**config.mk**
```make
export PLATFORM = sky130hd
export DESIGN_NAME = buzz_ctrl
export DESIGN_NICKNAME = d
export VERILOG_FILES = /design/src/rtl/buzz_ctrl_pkg.sv /design/src/rtl/buzz_ctrl_tone_gen.sv /design/src/rtl/buzz_ctrl.sv
export SDC_FILE = /design/constraint.sdc
export NUM_CORES = 1
export LEC_CHECK = 0
export ABC_AREA = 1
export CORE_MARGIN = 2
export CORE_UTILIZATION = 30
export CTS_BUF_LIST = sky130_fd_sc_hd__clkbuf_2 sky130_fd_sc_hd__clkbuf_4 sky130_fd_sc_hd__clkbuf_8
export DETAILED_ROUTE_END_ITERATION = 16
export HOLD_SLACK_MARGIN = 0.15
export PLACE_DENSITY_LB_ADDON = 0.3
export SYNTH_ARGS = -nofsm -noshare
export SYNTH_HDL_FRONTEND = slang
export SYNTH_HIERARCHICAL = 1
export SYNTH_SLANG_ARGS = --single-unit
```
**constraint.sdc**
```tcl
create_clock -name clk -period 5 [get_ports clk]
set_input_delay 1 -clock clk [delete_from_list [all_inputs] [get_ports clk]]
set_output_delay 1 -clock clk [all_outputs]
set_load 0.01 [all_outputs]
```
**src/rtl/buzz_ctrl_pkg.sv**
```systemverilog
// Shared state encodings and widths for the buzz responder.
// The state values are fixed because other blocks and benches decode them.
package buzz_ctrl_pkg;

  localparam int STATE_W = 2;

  localparam logic [STATE_W-1:0] ST_IDLE = 2'd0;
  localparam logic [STATE_W-1:0] ST_TONE = 2'd1;
  localparam logic [STATE_W-1:0] ST_GAP  = 2'd2;
  localparam logic [STATE_W-1:0] ST_DONE = 2'd3;

endpackage

```
**src/rtl/buzz_ctrl_tone_gen.sv**
```systemverilog
// Square-wave divider for the piezo tone. Held cleared while en is low,
// so every burst begins with a high half period on the first enabled cycle.
module tone_gen #(
  parameter int TONE_HALF_CYC = 25000
) (
  input  logic clk,
  input  logic rst,
  input  logic en,
  output logic out
);

  localparam int CW = $clog2(TONE_HALF_CYC + 1);
  localparam logic [CW-1:0] HALF_LAST = CW'(TONE_HALF_CYC - 1);

  logic [CW-1:0] cnt;
  logic          active;

  always_ff @(posedge clk) begin
    if (rst || !en) begin
      cnt    <= '0;
      active <= 1'b0;
      out    <= 1'b0;
    end else if (!active) begin
      active <= 1'b1;
      out    <= 1'b1;
      cnt    <= '0;
    end else if (cnt == HALF_LAST) begin
      cnt <= '0;
      out <= ~out;
    end else begin
      cnt <= cnt + CW'(1);
    end
  end

endmodule

```
**src/rtl/buzz_ctrl.sv**
```systemverilog
// Buzz responder: plays BEEP_COUNT tone bursts on the piezo per request.
// Optional BUZZ_ABORT_EN: dropping en_buzz during TONE/GAP aborts without a pulse.
module buzz_ctrl
  import buzz_ctrl_pkg::*;
#(
  parameter int TONE_HALF_CYC = 25000,
  parameter int BEEP_ON_CYC   = 5000000,
  parameter int BEEP_OFF_CYC  = 2500000,
  parameter int BEEP_COUNT    = 2
) (
  input  logic clk,
  input  logic rst,
  input  logic en_buzz,
  output logic buzz_finished,
  output logic busy,
  output logic buzzer
);

  // Handshake: a rising edge of en_buzz while idle starts a pattern; busy is
  // high until the pattern ends, and buzz_finished pulses once in the DONE cycle.
  localparam int ON_W  = $clog2(BEEP_ON_CYC + 1);
  localparam int OFF_W = $clog2(BEEP_OFF_CYC + 1);
  localparam int IDX_W = $clog2(BEEP_COUNT + 1);

  localparam logic [ON_W-1:0]  ON_LAST  = ON_W'(BEEP_ON_CYC - 1);
  localparam logic [OFF_W-1:0] OFF_LAST = OFF_W'(BEEP_OFF_CYC - 1);
  localparam logic [IDX_W-1:0] IDX_LAST = IDX_W'(BEEP_COUNT - 1);

  logic [STATE_W-1:0] state;
  logic [STATE_W-1:0] state_nx;
  logic               en_prev;
  logic [ON_W-1:0]    on_cnt;
  logic [OFF_W-1:0]   off_cnt;
  logic [IDX_W-1:0]   idx;
  logic               rise;
  logic               tone_en;

  assign rise    = en_buzz & ~en_prev;
  assign tone_en = (state_nx == ST_TONE);

  always_comb begin
    state_nx = state;
    case (state)
      ST_IDLE: begin
        if (rise) state_nx = ST_TONE;
      end
      ST_TONE: begin
        if (on_cnt == ON_LAST) state_nx = (idx == IDX_LAST) ? ST_DONE : ST_GAP;
`ifdef BUZZ_ABORT_EN
        if (!en_buzz) state_nx = ST_IDLE;
`endif
      end
      ST_GAP: begin
        if (off_cnt == OFF_LAST) state_nx = ST_TONE;
`ifdef BUZZ_ABORT_EN
        if (!en_buzz) state_nx = ST_IDLE;
`endif
      end
      ST_DONE: state_nx = ST_IDLE;
      default: state_nx = ST_IDLE;
    endcase
  end

  // Duration counters restart on every state entry, so a phase never wraps.
  always_ff @(posedge clk) begin
    if (rst) begin
      state         <= ST_IDLE;
      en_prev       <= 1'b0;
      on_cnt        <= '0;
      off_cnt       <= '0;
      idx           <= '0;
      busy          <= 1'b0;
      buzz_finished <= 1'b0;
    end else begin
      state         <= state_nx;
      en_prev       <= en_buzz;
      on_cnt        <= (state == ST_TONE && state_nx == ST_TONE) ? on_cnt + ON_W'(1) : '0;
      off_cnt       <= (state == ST_GAP && state_nx == ST_GAP) ? off_cnt + OFF_W'(1) : '0;
      busy          <= (state_nx != ST_IDLE);
      buzz_finished <= (state_nx == ST_DONE);
      if (state_nx == ST_IDLE)
        idx <= '0;
      else if (state == ST_GAP && state_nx == ST_TONE)
        idx <= idx + IDX_W'(1);
    end
  end

  tone_gen #(
    .TONE_HALF_CYC(TONE_HALF_CYC)
  ) u_tone (
    .clk(clk),
    .rst(rst),
    .en (tone_en),
    .out(buzzer)
  );

endmodule

```
==> impl_metrics.tcl, run 1 <==
set metrics [dict create \
    post_cts_buffers 0 \
    drcViolationCount 0 \
    clk_pin_slew_ps 70 \
    setup_tns_ps 0 \
    ctsLongestPathBuffers 2 \
    drive_above_1_share_pct 7.042 \
    clk_latency_ps 350 \
    ys.flop_type "dfxtp_1" \
    floorplan.rows 38 \
    die_h_um 110.1 \
    synth_cell_types 29 \
    fin_crit_sh_pct 48.55 \
    syn_area_um2 3379 \
    arrival_ps 2670 \
    synth_common_cells "nor2_1 (110), nand2_1 (94), dfxtp_1 (69), inv_1 (68), nand3_1 (28)" \
    r2r-end "u_tone/cnt[11]" \
    grt_max_degree 24 \
    synth_area_leader_cell "dfxtp_1" \
    fmax_mhz 412.0 \
    cts_made_buffers 9 \
    numClockSinks 69 \
    p_per_area_nw_per_um2 264.0 \
    max_cap_violations 0 \
    synth.yosys.seq_area_share_pct 40.87 \
    place_area_um2 3561 \
    gp_congestion 0.7843 \
    rsz0062_at_grt "false" \
    fin_worst_skew_ps 8.166 \
    diodes 0 \
    hold_depth 1 \
    cts_tree "built" \
    cp.required_ps 5250 \
    min_period_ps 2427 \
    yosysWarnings 6 \
    first_pass_iters 5 \
    setup-violations-final 0 \
    multi_input_area_um2 1688 \
    synth.most_common_cell "nor2_1" \
    htree_levels 3 \
    drtIter0Drc 98 \
    stdcell_area_um2 3730 \
    synthCells 483 \
    synthTopCellsByArea "dfxtp_1 (41%), nor2_1 (12%), nand2_1 (10%)" \
    crit_type "input pin to register" \
    hold_path_class "register to register" \
    dpl.hpwl_um 4858 \
    antenna_found_initial 0 \
    status "finished clean" \
    min_from "on_cnt[0]" \
    worst_pin_slew_ps 872.1 \
    ys_seq_elements 69 \
    syn_area_per_cell_um2 6.997 \
    grt_pass1_vias 2719 \
    totalWireLength_um 6616 \
    syn_to_final_growth_pct 10.37 \
    hold_violations 0 \
    critPathLaunchType "input pin" \
    synth_edf_count 0 \
    drtAntennaViolNets 0 \
    grt_pass1_wl_um 11800 \
    register_area_um2 1381 \
    hold_buffers 0 \
    crit_path_end_kind "register" \
    netlist.area_leader.share_pct 40.87 \
    grt_overflow_total 0 \
    syn-num-nets 491 \
    cts_resized 0 \
    io_pins 6 \
    rr_worst_depth 15 \
    maxSlewHeadroom_pct 41.70 \
    critPathMaxFanout 22 \
    holdPathEnd "on_cnt[0]" \
    root_buffer "clkbuf_8" \
    vdd_ir_drop_max_uv 182.7 \
    via_count 2846 \
    nets 502 \
    port_buffers 5 \
    initial_utilization_pct 30.90 \
    grt_usage_pct 12.39 \
    ys_async_sr_fraction_pct 0 \
    p_leak_nw 1.252 \
    die_area_um2 12130 \
    reg2reg_slack_ps 2670 \
    r2r_start "off_cnt[0]" \
    finalMaxSlewViolations 0 \
    die_w_um 110.1 \
    design.core.area_um2 10940 \
    via_per_inst 4.468 \
    drt-wirelength-per-cell_um 10.39 \
    nFillCells 1189 \
]
[where the power goes]
group	total (W)	switching [W]	internal (W)
sequential	0.000556	0.00000248	0.000554
combinational	0.0000230	0.0000146	0.00000840
clock	0.000406	0.000200	0.000205
total	0.000985	0.000217	0.000767
[how the worst max path moves through the flow]
stage / from / end / slack, ps / depth (start not counted)
2_1_floorplan: en_buzz / u_tone/cnt[10] / 3050 / 11
3_3_place_gp: rst / off_cnt[8] / 2220 / 4
3_5_place_dp: rst / off_cnt[8] / 2180 / 4
4_1_cts: rst / off_cnt[8] / 2540 / 4
5_1_grt: off_cnt[0] / u_tone/cnt[11] / 2360 / 15
6_report: rst / off_cnt[8] / 2570 / 4
[metrics by stage]
| stage | worst slack (ps) | power (W) | cells | utilization [%] | hold WS (ps) |
|---|---|---|---|---|---|
| after floorplan | 3048 | 0.0005852 | 483 | - | 417.5 |
| after global placement | 2223 | 0.0005919 | 623 | 32.56 | 432.1 |
| after detailed placement | 2179 | 0.0005922 | 623 | 32.56 | 437.8 |
| after CTS | 2544 | 0.001003 | 637 | 34.11 | 453.9 |
| after global routing | 2356 | 0.001029 | 637 | 34.11 | 466.1 |
| final | 2573 | 0.0009848 | 637 | 34.11 | 446.2 |
[cell families after synthesis]
group	Yosys count	share of synthesized area, %
AOI/OAI and AO/OA	31	5.072
xor gates and xnor gates	30	7.775
adders and majority gates	5	1.851
buffers and inverters	76	9.182
DFF	69	40.87
and+or+nand+nor	272	35.25
[critical path, stage by stage]
cell and delay [ps]:
clkdlybuf4s50_1 450, inv_1 180, nand3_1 630, a211oi_1 400
[cells in the final DEF (no fill, tap or decap), drive strengths merged]
cell type	n
nor4	2
nor3b	1
dfxtp	69
nand4	13
or2	2
xor2	22
xnor2	8
a211oi	1
clkdlybuf4s50	5
nor2	114
nand3b	3
inv	71
o21ai	8
clkbuf	12
a21oi	21
nand3	31
nand2	98
o21bai	1
clkinv	2
ha	5
nor3	8
[flip-flops by register name, indices dropped and copies added, names as in the netlist]
signal,count
en_prev,1
off_cnt,22
state,2
idx,2
busy,1
u_tone/cnt,15
buzz_finished,1
u_tone/out,1
on_cnt,23
u_tone/active,1
[cell type report]
type | count | area share, %
inverters | 71 | 7.145
clock inverters | 2 | 0.2684
clock buffers | 12 | 4.260
multi-input cells | 338 | 45.25
well taps | 140 | 4.696
repair buffers | 5 | 1.342
flip-flops and latches | 69 | 37.03
[routing by layer]
metal / vias up / track usage (%) / part of all wire (%)
met5: - / 0 / 0
met4: 0 / 4.732 / 1.6
met3: 11 / 4.292 / 3.7
met2: 26 / 20.46 / 47
met1: 1295 / 14.80 / 48
li1: 1514 / - / -
Note: power is estimated with default switching activity, not from simulation.
==> run 2: changes to the inputs <==
Clock period 5 ns to 2.3 ns, I/O delays scaled along.
==> run 2 against run 1 <==
Global-route usage decreased by 0.66 points. Clock power increased to 2.6 times the previous value. Critical path type is now register to register. Highest routed layer unchanged. Sequential cell count unchanged. Sequential power increased by 120%. Register-to-register slack got worse by 2400 ps. Core utilization increased by 0.58 points. Clock skew about the same. Via count decreased by 2.0%. Wire length decreased by 5.4%. Die area unchanged. Critical path depth increased by 11. Clock-buffer cell count increased by 1.
==> impl_metrics.tcl, run 2 (synthesized netlist as in run 1, its figures left out) <==
set metrics [dict create \
    min_period_ps 2043 \
    dpl.hpwl_um 4611 \
    max_cap_violations 0 \
    regMostFlops "on_cnt" \
    nets 503 \
    arrival_ps 2320 \
    final_common_cell "nor2_1" \
    grt_pass1_wl_um 11120 \
    cts_made_buffers 9 \
    internal-power_w 0.001822 \
    r2r-end "u_tone/cnt[3]" \
    gp_congestion 0.7629 \
    largest_register_ffs 23 \
    reg2reg_slack_ps 260 \
    path_cells "ha_1 > nand2_1 > nor2_2 > nand3_1 > nor2_1 > nand3_1 > nand2_1 > inv_1 > nand2_1 > inv_1 > nor2_1 > inv_1 > nor2_2 > nand3_4 > a21oi_1" \
    holdPathEnd "on_cnt[0]" \
    slowest_stage "dfxtp_1" \
    grt_max_degree 24 \
    combPwrFrac_pct 2.2 \
    clockPowerShare_pct 45.3 \
    layout_common_cells "nor2_1 (109), nand2_1 (94), dfxtp_1 (69)" \
    crit_path_end_kind "register" \
    clk_latency_ps 350 \
    grt_overflow_total 0 \
    antenna_found_initial 0 \
    min_from "on_cnt[0]" \
    slowest_delay_ps 370 \
    rsz0062_at_grt "false" \
    ctsLongestPathBuffers 2 \
    finalMaxSlewViolations 0 \
    grt_pass1_vias 2614 \
    via_per_inst 4.358 \
    floorplan.rows 38 \
    finish.utilization_pct 34.69 \
    reg.largest.list "on_cnt x23, off_cnt x22, u_tone/cnt x15" \
    drtAntennaViolNets 0 \
    whs_ps 446.9 \
    totalWireLength_um 6258 \
    status "finished clean" \
    design.core.area_um2 10940 \
    die_area_um2 12130 \
    post_cts_buffers 0 \
    io_pins 6 \
    p_switching_w 0.0004803 \
    drtIter0Drc 104 \
    hold_depth 1 \
    p_per_area_nw_per_um2 606.9 \
    initial_utilization_pct 30.90 \
    numClockSinks 69 \
    maxSlewHeadroom_pct 76.20 \
    critPathLaunchType "register" \
    critPathMaxFanout 15 \
    drcViolationCount 0 \
    dp_slack_ps 67.27 \
    r2r_start "off_cnt[0]" \
    hold_path_class "register to register" \
    first_pass_iters 4 \
    die_w_um 110.1 \
    setup_tns_ps 0 \
    grt_usage_pct 11.73 \
    seqPwrFrac_pct 52.5 \
    rr_worst_depth 15 \
    p_leak_nw 1.274 \
    hold_buffers 0 \
    swShare_pct 20.86 \
    drive_above_1_share_pct 7.800 \
    cts_tree "built" \
    fin_crit_sh_pct 88.81 \
    diodes 0 \
    hold_violations 0 \
    setup-violations-final 0 \
    die_h_um 110.1 \
    crit_type "register to register" \
    htree_levels 3 \
    worst_pin_slew_ps 355.6 \
    cp.required_ps 2580 \
    syn_to_final_growth_pct 12.25 \
    root_buffer "clkbuf_8" \
    clk_pin_slew_ps 70 \
    port_buffers 5 \
    setup_ws_ps 257.4 \
    via_count 2789 \
    drt-wirelength-per-cell_um 9.778 \
    fin_worst_skew_ps 7.843 \
    cts_resized 0 \
    vdd_ir_drop_max_uv 345.3 \
    fmax_mhz 489.6 \
]
## run 2: changes by cell type in the layout (fill, tap and decap cells not counted), sizes merged
cell | previous run | this run
buf | 0 | 1
bufinv | 0 | 1
clkbuf | 12 | 13
clkinv | 2 | 1
clkinvlp | 0 | 1
## run 2: final cells by class
cell class	instances	area, um2
Fill cell	1196	7142
Inverter	71	266.5
Clock inverter	3	42.54
Multi-Input combinational cell	338	1698
Clock buffer	13	172.7
Tap cell	140	175.2
Timing Repair Buffer	6	57.56
Sequential cell	69	1381
## run 2: routing by layer
layer  vias to the layer above  routed length (um)  share of wire, %  global-route usage (%)
met3                         5                 228               3.6                   4.762
met1                      1244                3066                49                   14.17
met5                         -                   0                 0                       0
li1                       1520                   -                 -                       -
met2                        20                2891                46                   18.89
met4                         0                  72               1.2                   4.018
## run 2: power groups by stage
stage | Clock (W) | Combinational (W) | Sequential (W)
final | 0.00104 | 0.0000505 | 0.00121
after global routing | 0.00114 | 0.0000583 | 0.00121
after CTS | 0.00109 | 0.0000507 | 0.00121
after detailed placement | 0 | 0.0000506 | 0.00124
after global placement | 0 | 0.0000504 | 0.00124
after floorplan | 0 | 0.0000356 | 0.00124
## run 2: how the worst max path moves through the flow
stage / start / end / slack (ps) / cells after the start
floorplan: off_cnt[0] / u_tone/cnt[10] / 440 / 16
global placement: en_buzz / u_tone/cnt[3] / 150 / 11
CTS: off_cnt[0] / u_tone/cnt[3] / 40 / 15
detailed placement: off_cnt[0] / u_tone/cnt[3] / 70 / 15
global route: off_cnt[0] / u_tone/cnt[11] / 30 / 15
finish: off_cnt[0] / u_tone/cnt[3] / 260 / 15
## run 2: critical path, delay by kind of cell (launching register included)
family                   cells  cell delay (ps)
AO/OA/AOI/OAI                1              170
flip-flops                   1              370
adder cells (fa/ha/maj)      1              210
AND/OR/NAND/NOR             10             1090
buffers and inverters        3              140
## run 2: metrics by stage
stage                     cells  area, um2  power [W]
after CTS                   640       3784   0.002346
after detailed placement    624       3568   0.001287
after global placement      624       3568   0.001287
after floorplan             483       3379   0.001272
after global routing        640       3794   0.002406
final                       640       3794   0.002302
==> run 3: changes to the inputs <==
Settings changed: CORE_MARGIN 2 to unset, CTS_CLUSTER_DIAMETER set to 30.
==> run 3 against run 2 <==
Total power down 6.9%. Maximum frequency up 0.70%. Critical path depth unchanged. Non-clock buffer count unchanged. Register-to-register slack about the same. Global-route usage up 1.1 points.
==> impl_metrics.tcl, run 3 (synthesized netlist as in run 1, its figures left out) <==
set metrics [dict create \
    die_area_um2 11690 \
    internal-power_w 0.001670 \
    initial_utilization_pct 31.04 \
    swShare_pct 22.07 \
    layout_common_cells "nor2_1 (108), nand2_1 (94), dfxtp_1 (69)" \
    nFillCells 1163 \
    grt_usage_pct 12.78 \
    largest_register_ffs 23 \
    port_buffers 5 \
    drt-wirelength-per-cell_um 10.27 \
    whs_ps 452.7 \
    maxSlewHeadroom_pct 75.85 \
    slowest_stage "dfxtp_1" \
    clk_pin_slew_ps 70 \
    p_per_area_nw_per_um2 567.1 \
    min_period_ps 2028 \
    drive_above_1_share_pct 8.216 \
    diodes 0 \
    setup_tns_ps 0 \
    final_common_cell "nor2_1" \
    antenna_found_initial 0 \
    dpl.hpwl_um 4702 \
    p_leak_nw 1.255 \
    clk_latency_ps 350 \
    via_count 2839 \
    setup-violations-final 0 \
    crit_type "register to register" \
    floorplan.rows 38 \
    reg.largest.list "on_cnt x23, off_cnt x22, u_tone/cnt x15" \
    regMostFlops "on_cnt" \
    cp.required_ps 2590 \
    drtAntennaViolNets 0 \
    seqPwrFrac_pct 56.5 \
    root_buffer "clkbuf_8" \
    worst_pin_slew_ps 359.0 \
    grt_overflow_total 0 \
    die_h_um 108.1 \
    path_cells "ha_2 > nand2_1 > nor2_2 > nand3_1 > nor2_2 > nand3_2 > nand2_1 > inv_1 > nand2_1 > inv_1 > nor2_1 > inv_1 > nor2_4 > nand3_4 > a21oi_1" \
    nets 504 \
    drtIter0Drc 124 \
    status "finished clean" \
    first_pass_iters 4 \
    die_w_um 108.1 \
    design.core.area_um2 10890 \
    via_per_inst 4.443 \
    slowest_delay_ps 370 \
    totalWireLength_um 6560 \
    hold_buffers 0 \
    cts_tree "built" \
    fmax_mhz 493.0 \
    numClockSinks 69 \
    cts_made_buffers 9 \
    combPwrFrac_pct 2.6 \
    fin_worst_skew_ps 8.300 \
    critPathLaunchType "register" \
    critPathMaxFanout 8 \
    grt_pass1_vias 2771 \
    max_cap_violations 0 \
    vdd_ir_drop_max_uv 401.3 \
    crit_path_end_kind "register" \
    htree_levels 3 \
    clockPowerShare_pct 40.9 \
    grt_pass1_wl_um 11700 \
    grt_max_degree 24 \
    syn_to_final_growth_pct 11.85 \
    rsz0062_at_grt "false" \
    hold_violations 0 \
    finalMaxSlewViolations 0 \
    gp_congestion 0.8004 \
    hold_path_class "register to register" \
    drcViolationCount 0 \
    fin_crit_sh_pct 88.19 \
    p_switching_w 0.0004731 \
    io_pins 6 \
    arrival_ps 2320 \
    ctsLongestPathBuffers 2 \
]
## run 3: cell types whose count changed in the layout (fill, tap and decap cells not counted)
cell,change
bufinv_16,-1
clkbuf_8,-1
clkinv_2,+1
clkinvlp_4,-1
ha_1,-1
ha_2,+1
nand3_1,-1
nand3_2,+1
nand3_4,+1
nor2_1,-1
nor2_4,+1
## run 3: power groups by stage
stage                     combinational [W]  clock (W)  sequential [W]
final                             0.0000557   0.000876         0.00121
after global placement            0.0000503          0         0.00124
after global routing              0.0000629   0.000963         0.00121
after CTS                         0.0000507   0.000923         0.00121
after floorplan                   0.0000356          0         0.00124
after detailed placement          0.0000508          0         0.00124
## run 3: worst max-delay path, delay by kind of cell (launching register included)
kind            cells  cell delay, ps
flops               1             370
compound gates      1             150
fa+ha+maj           1             200
simple gates       10            1070
buf+inv             3             160
## run 3: metal layers
metal  wire length [um]  GRT usage, %
met4                110         5.382
met5                  0             0
met1               3202         14.55
met3                186         4.400
met2               3060         21.66
## run 3: repair_timing
item                       4_1_cts  5_1_grt
setup endpoints to repair        0       15
buffers inserted                 0        0
resized for setup                0        7
## run 3: cell type report
type | count | area, um2 | share of cell area, %
sequential | 69 | 1381 | 36.54
timing repair buffer | 6 | 57.56 | 1.523
tap | 140 | 175.2 | 4.634
inverter | 71 | 266.5 | 7.051
multi-input combinational | 339 | 1730 | 45.78
clock inverter | 2 | 10.01 | 0.2648
clock buffer | 12 | 158.9 | 4.204
## run 3: final timing paths
check | slack, ps | to | cells after the start | from
worst max-delay path | 270 | u_tone/cnt[13] | 15 | off_cnt[0]
worst min-delay path | 450 | on_cnt[0] | 1 | on_cnt[0]
worst max register to register | 270 | u_tone/cnt[13] | 15 | off_cnt[0]
worst min register to register | 450 | on_cnt[0] | 1 | on_cnt[0]
## run 3: metrics by stage
| stage | worst slack [ps] | instances | instance area, um2 | total power [W] | utilization (%) |
|---|---|---|---|---|---|
| 3_5_place_dp | 75.41 | 624 | 3568 | 0.001287 | 32.77 |
| 5_1_grt | 13.74 | 639 | 3780 | 0.002238 | 34.72 |
| 4_1_cts | 67.76 | 638 | 3737 | 0.002182 | 34.33 |
| 6_report | 271.6 | 639 | 3780 | 0.002144 | 34.72 |
| 2_1_floorplan | 435.1 | 483 | 3379 | 0.001272 | - |
| 3_3_place_gp | 148.9 | 624 | 3568 | 0.001286 | 32.77 |
